==> src/rtl/obi_dram_bridge.sv <==
// OBI slave to DRAM-controller command/response bridge.
// Keeps up to MAX_OUTSTANDING in-order transactions in flight. Accesses outside
// the address window get an error response and never reach the controller.
module obi_dram_bridge #(
    parameter int                    ADDR_WIDTH      = 32,
    parameter int                    DATA_WIDTH      = 32,
    parameter int                    MAX_OUTSTANDING = 4,
    parameter logic [ADDR_WIDTH-1:0] BASE_ADDR       = 32'h4000_0000,
    parameter logic [ADDR_WIDTH-1:0] SIZE_BYTES      = 32'h1000_0000,
    parameter int                    MEM_AW          = $clog2(SIZE_BYTES)
) (
    input  logic                               clk_i,
    input  logic                               rst_i,
    input  logic                               obi_req_i,
    input  logic [ADDR_WIDTH-1:0]              obi_addr_i,
    input  logic                               obi_we_i,
    input  logic [DATA_WIDTH/8-1:0]            obi_be_i,
    input  logic [DATA_WIDTH-1:0]              obi_wdata_i,
    output logic                               obi_gnt_o,
    output logic                               obi_rvalid_o,
    output logic [DATA_WIDTH-1:0]              obi_rdata_o,
    output logic                               obi_err_o,
    output logic                               mem_cmd_valid_o,
    input  logic                               mem_cmd_ready_i,
    output logic [MEM_AW-1:0]                  mem_cmd_addr_o,
    output logic                               mem_cmd_we_o,
    output logic [DATA_WIDTH/8-1:0]            mem_cmd_be_o,
    output logic [DATA_WIDTH-1:0]              mem_cmd_wdata_o,
    input  logic                               mem_rsp_valid_i,
    input  logic [DATA_WIDTH-1:0]              mem_rsp_rdata_i,
    input  logic                               mem_rsp_err_i,
    output logic [$clog2(MAX_OUTSTANDING+1)-1:0] outstanding_o,
    output logic                               protocol_err_o
);

    localparam int CW = $clog2(MAX_OUTSTANDING + 1);
    localparam int PW = (MAX_OUTSTANDING > 1) ? $clog2(MAX_OUTSTANDING) : 1;
    localparam logic [CW-1:0]         MAXC     = CW'(MAX_OUTSTANDING);
    localparam logic [PW-1:0]         PTR_LAST = PW'(MAX_OUTSTANDING - 1);
    localparam logic [ADDR_WIDTH:0]   WIN_LO   = {1'b0, BASE_ADDR};
    localparam logic [ADDR_WIDTH:0]   WIN_HI   = {1'b0, BASE_ADDR} + {1'b0, SIZE_BYTES};

    logic                    r_cmd_valid;
    logic [MEM_AW-1:0]       r_cmd_addr;
    logic                    r_cmd_we;
    logic [DATA_WIDTH/8-1:0] r_cmd_be;
    logic [DATA_WIDTH-1:0]   r_cmd_wdata;
    logic                    r_rvalid;
    logic [DATA_WIDTH-1:0]   r_rdata;
    logic                    r_err;
    logic                    r_lerr;
    logic [CW-1:0]           r_cnt;
    logic                    r_proto;
    logic [MAX_OUTSTANDING-1:0] r_we_q;
    logic [PW-1:0]           r_wr_ptr;
    logic [PW-1:0]           r_rd_ptr;

    logic              w_in_win;
    logic              w_cmd_free;
    logic              w_gnt_win;
    logic              w_gnt_oow;
    logic              w_gnt;
    logic              w_rsp_ok;
    logic              w_head_we;
    logic [MEM_AW-1:0] w_off;

    // Window compare one bit wider so a window ending at the top of the space works.
    assign w_in_win   = ({1'b0, obi_addr_i} >= WIN_LO) && ({1'b0, obi_addr_i} < WIN_HI);
    assign w_cmd_free = !r_cmd_valid || mem_cmd_ready_i;
    // Out-of-window requests wait for a fully drained bridge so responses stay in order.
    assign w_gnt_win  = !rst_i && obi_req_i && !r_lerr && w_in_win && w_cmd_free && (r_cnt < MAXC);
    assign w_gnt_oow  = !rst_i && obi_req_i && !r_lerr && !w_in_win && (r_cnt == '0) && !r_cmd_valid;
    assign w_gnt      = w_gnt_win || w_gnt_oow;
    // Offset is taken modulo the window size, so only the low bits need subtracting.
    assign w_off      = obi_addr_i[MEM_AW-1:0] - BASE_ADDR[MEM_AW-1:0];
    // While the local error response is pending only that transaction is counted,
    // so any controller response then is spurious.
    assign w_rsp_ok   = mem_rsp_valid_i && (r_cnt != '0) && !r_lerr;
    assign w_head_we  = r_we_q[r_rd_ptr];

    assign obi_gnt_o       = w_gnt;
    assign obi_rvalid_o    = r_rvalid;
    assign obi_rdata_o     = r_rdata;
    assign obi_err_o       = r_err;
    assign mem_cmd_valid_o = r_cmd_valid;
    assign mem_cmd_addr_o  = r_cmd_addr;
    assign mem_cmd_we_o    = r_cmd_we;
    assign mem_cmd_be_o    = r_cmd_be;
    assign mem_cmd_wdata_o = r_cmd_wdata;
    assign outstanding_o   = r_cnt;
    assign protocol_err_o  = r_proto;

    // Command register: load on in-window grant, hold until the controller accepts.
    always_ff @(posedge clk_i) begin
        if (rst_i) begin
            r_cmd_valid <= 1'b0;
            r_cmd_addr  <= '0;
            r_cmd_we    <= 1'b0;
            r_cmd_be    <= '0;
            r_cmd_wdata <= '0;
        end else if (w_gnt_win) begin
            r_cmd_valid <= 1'b1;
            r_cmd_addr  <= w_off;
            r_cmd_we    <= obi_we_i;
            r_cmd_be    <= obi_be_i;
            r_cmd_wdata <= obi_wdata_i;
        end else if (mem_cmd_ready_i) begin
            r_cmd_valid <= 1'b0;
        end
    end

    // Per-transaction write flag queue so write responses return zero data.
    always_ff @(posedge clk_i) begin
        if (rst_i) begin
            r_we_q   <= '0;
            r_wr_ptr <= '0;
            r_rd_ptr <= '0;
        end else begin
            if (w_gnt_win) begin
                r_we_q[r_wr_ptr] <= obi_we_i;
                r_wr_ptr         <= (r_wr_ptr == PTR_LAST) ? '0 : r_wr_ptr + 1'b1;
            end
            if (w_rsp_ok) begin
                r_rd_ptr <= (r_rd_ptr == PTR_LAST) ? '0 : r_rd_ptr + 1'b1;
            end
        end
    end

    // Response register: local window error or controller response, one cycle later.
    always_ff @(posedge clk_i) begin
        if (rst_i) begin
            r_rvalid <= 1'b0;
            r_rdata  <= '0;
            r_err    <= 1'b0;
            r_lerr   <= 1'b0;
            r_proto  <= 1'b0;
        end else begin
            r_lerr   <= w_gnt_oow;
            r_rvalid <= w_gnt_oow || w_rsp_ok;
            r_err    <= w_gnt_oow || (w_rsp_ok && mem_rsp_err_i);
            r_rdata  <= (w_rsp_ok && !w_head_we && !mem_rsp_err_i) ? mem_rsp_rdata_i : '0;
            if (mem_rsp_valid_i && !w_rsp_ok) begin
                r_proto <= 1'b1;
            end
        end
    end

    // Outstanding count: +1 per grant, -1 per delivered response.
    always_ff @(posedge clk_i) begin
        if (rst_i) begin
            r_cnt <= '0;
        end else if (w_gnt && !r_rvalid) begin
            r_cnt <= r_cnt + 1'b1;
        end else if (!w_gnt && r_rvalid) begin
            r_cnt <= r_cnt - 1'b1;
        end
    end

endmodule
==> config.mk <==
export PLATFORM = sky130hd
export DESIGN_NAME = obi_dram_bridge
export DESIGN_NICKNAME = d
export VERILOG_FILES = /design/src/rtl/obi_dram_bridge.sv
export SDC_FILE = /design/constraint.sdc
export NUM_CORES = 1
export LEC_CHECK = 0
export ABC_AREA = 1
export BUFFER_PORTS_ARGS = -buffer_cell sky130_fd_sc_hd__clkbuf_2
export CAP_MARGIN = 20
export CORE_MARGIN = 1.5
export CORE_UTILIZATION = 50
export CTS_BUF_LIST = sky130_fd_sc_hd__clkbuf_16
export CTS_CLUSTER_DIAMETER = 120
export DETAILED_ROUTE_END_ITERATION = 16
export PLACE_DENSITY = 0.85
export SYNTH_ARGS = -nofsm -noshare
export SYNTH_HDL_FRONTEND = slang
export SYNTH_SLANG_ARGS = --single-unit
==> constraint.sdc <==
create_clock -name clk_i -period 5.4 [get_ports clk_i]
set_input_delay 0.27 -clock clk_i [delete_from_list [all_inputs] [get_ports clk_i]]
set_output_delay 0.27 -clock clk_i [all_outputs]
set_load 0.01 [all_outputs]
==> metrics.md <==
| Metric | Value |
|---|---|
| Post-DP HPWL | 7120 um |
| Post-route ant nets | 0 |
| Share of cells above drive strength 1 | 29.6% |
| Max-cap check violation count | 0 |
| FMAX | 0.384 GHz |
| Final min period | 2.61 ns |
| Die area | 9640 sq um |
| Drt via density | approximately 4.4 |
| Total grt overflow | 0 |
| Largest net degree at the start of global routing | 89 |
| Post-synthesis sequential area ratio | 50.0% |
| Most common cell after layout, fill and taps aside | clkbuf_2 |
| Site Rows | 34 |
| Chip Height | 98.2 um |
| Most frequent cells in the layout | 211 x clkbuf_2, 191 x inv_1, 113 x dfxtp_1 |
| H-Tree Depth | 4 |
| Buffer depth of the longest clock path | 2 |
| Arrival time worst endpoint | 2.90 ns |
| Port bufs | 211 |
| Critical Path End Type | register |
| Worst min path class | in -> reg |
| Placer's final routability congestion estimate | around 0.86 |
| Worst-path maximum fanout | 77 |
| Core area | 8760 sq um |
| Setup violations, final | 0 |
| P_leak | 3.36 nW |
| Boundary pin count | 212 |
| Total CTS buffers | 17 |
| Post-CTS setup buffer count | 0 |
| Per-cell routed wire length | 10.8 um |
| DRC viols | 0 |
| Critical Path Start | rst_i |
| Final period util | between 40% and 50% |
| Post-CTS sizing | 0 |
| Mean Syn Cell Area | approximately 7.1 sq um |
| Status | completed |
| Ys Warns | 0 |
| R2R cell count | 14 |
| ANT cells | 0 |
| Data required, critical path | 5.69 ns |
| GRT Util Overall | 21.7% |
| Drt pass-1 iters | 5 |
| Final Max Tran Viols | 0 |
| Crit Reg-Reg Endpoint | outstanding_o[2] |
| Setup TNS | 0 ns |
| Root Driver | clkbuf_16 |
| Number of synthesized register bits | 113 |
| Vias in the first global route | 3976 |
| Hold depth | 3 |
| First-pass GRT wire length | 17000 um |
| CTS tree | yes |
| Die width | 98.2 um |
| Final hold vios | 0 |
| Max_slew headroom | 50.8% |
| RSZ-0062 raised after global routing | false |
| Flop2flop setup slack | 3.09 ns |
| Clk pin slew, worst setup/hold paths | 0.06 ns |
| Initial Utilization | 51.7% |
| DRT iter0 DRCs | 133 |
| Crit Path Class | in -> reg |
| RR Startpoint | r_lerr |
| Worst-Margin Slew | 0.738 ns |
| Synthesized area | between 4000 and 5000 sq um |
| Antenna violations before repair | 0 |
| Pwr dens | 377 nW/um^2 |
| Area Overhead vs Synth | 37.4% |
| Hold slack | 0.0664 ns |
| CTS sink cnt | between 100 and 150 |
| Hold-fix buffers at CTS | 0 |
| Worst skew pair latency | 0.40 ns |
| Total wire length | 10400 um |
| FILL cells | 749 |
| Worst Clk Skew | 0.0120 ns |
| Syn Inst Count | 637 |
| DR vias | 4202 |
| Netlist cell types | 20 |
| Largest vdd supply drop | 0.000341 V |
| Fin nets | 957 |
| Crit path capture | outstanding_o[2] |
| Synth Net Count | 751 |
| Nature of the critical path startpoint | input pin |
==> per-layer routing <==
metal  wire [um]  part of all wire [%]  GRT usage [%]
met1        4280                    41           24.3
met2        5220                    50           38.6
met3         722                   6.9           7.09
met4         172                   1.7           8.02
met5           0                     0              0
==> synth_stat cells <==
master,instances,area [sq um]
o31ai_1,1,7.51
nor2_4,1,11.3
inv_2,2,7.51
ha_1,6,75.1
fa_1,1,20.0
a21oi_1,7,35.0
nand3_1,5,25.0
nand3_2,1,10.0
inv_1,191,717
clkbuf_1,21,78.8
nand2_4,1,11.3
buf_6,5,56.3
nor2_1,82,308
nand4_1,6,37.5
o22ai_1,1,6.26
dfxtp_1,113,2260
buf_2,2,10.0
o21ai_0,74,370
nor3_1,32,160
nand2_1,85,319
==> worst max-delay path, cell delays in order <==
cell,delay (ns)
clkbuf_2,0.13
inv_2,0.05
buf_4,0.50
nand3_2,0.20
nor2_4,0.23
nand2_4,0.27
nand2_1,0.19
ha_1,0.20
inv_1,0.06
fa_1,0.35
inv_1,0.08
a21oi_1,0.06
o21ai_0,0.10
nand2_1,0.08
nand2_1,0.06
nor2_1,0.04
==> where the power goes <==
group | switching (mW) | internal (mW)
logic | 0.189 | 0.116
registers | 0.0280 | 0.884
clock network | 0.401 | 0.730
==> cells by family (layout without fill, tap and decap cells) <==
group / after synthesis / in the layout / share of synthesized area, %
simple gates: 213 / 213 / 19.5
compound gates: 83 / 83 / 9.26
flops: 113 / 113 / 50.0
fa+ha+maj: 7 / 7 / 2.10
buf+inv: 221 / 440 / 19.2
==> final cells by class <==
| cell class | count | area (sq um) | area share [%] |
|---|---|---|---|
| Inverter | 193 | 724 | 11.6 |
| Sequential cell | 113 | 2260 | 36.4 |
| Tap cell | 108 | 135 | 2.17 |
| Clock buffer | 17 | 425 | 6.84 |
| Timing Repair Buffer | 215 | 1090 | 17.5 |
| Multi-Input combinational cell | 303 | 1400 | 22.6 |
| Clock inverter | 15 | 184 | 2.96 |
==> flip-flops by register name, indices dropped and copies added (netlist names) <==
signal	cells
r_wr_ptr	2
outstanding_o	3
protocol_err_o	1
mem_cmd_we_o	1
r_lerr	1
mem_cmd_valid_o	1
mem_cmd_wdata_o	32
mem_cmd_addr_o	28
mem_cmd_be_o	4
r_we_q	4
obi_rvalid_o	1
obi_rdata_o	32
r_rd_ptr	2
obi_err_o	1
==> per-stage QoR <==
step | instances | instance area, sq um | power, mW | setup WS [ns] | utilization, %
floorplan | 637 | 4530 | 1.11 | 3.32 | -
global placement | 932 | 5610 | 1.22 | 2.45 | 64.0
detailed placement | 932 | 5610 | 1.23 | 2.36 | 64.0
CTS | 964 | 6220 | 2.38 | 2.77 | 71.0
global route | 964 | 6220 | 2.45 | 2.53 | 71.0
finish | 964 | 6220 | 2.35 | 2.79 | 71.0
==> worst min path at each step <==
stage | startpoint | to | slack [ns]
floorplan | rst_i | mem_cmd_valid_o | 0.34
global placement | protocol_err_o | protocol_err_o | 0.47
detailed placement | protocol_err_o | protocol_err_o | 0.47
CTS | mem_rsp_rdata_i[24] | obi_rdata_o[24] | 0.05
global route | mem_rsp_rdata_i[22] | obi_rdata_o[22] | 0.06
finish | mem_rsp_rdata_i[24] | obi_rdata_o[24] | 0.07
No activity file was read; power rests on OpenSTA's default activity.
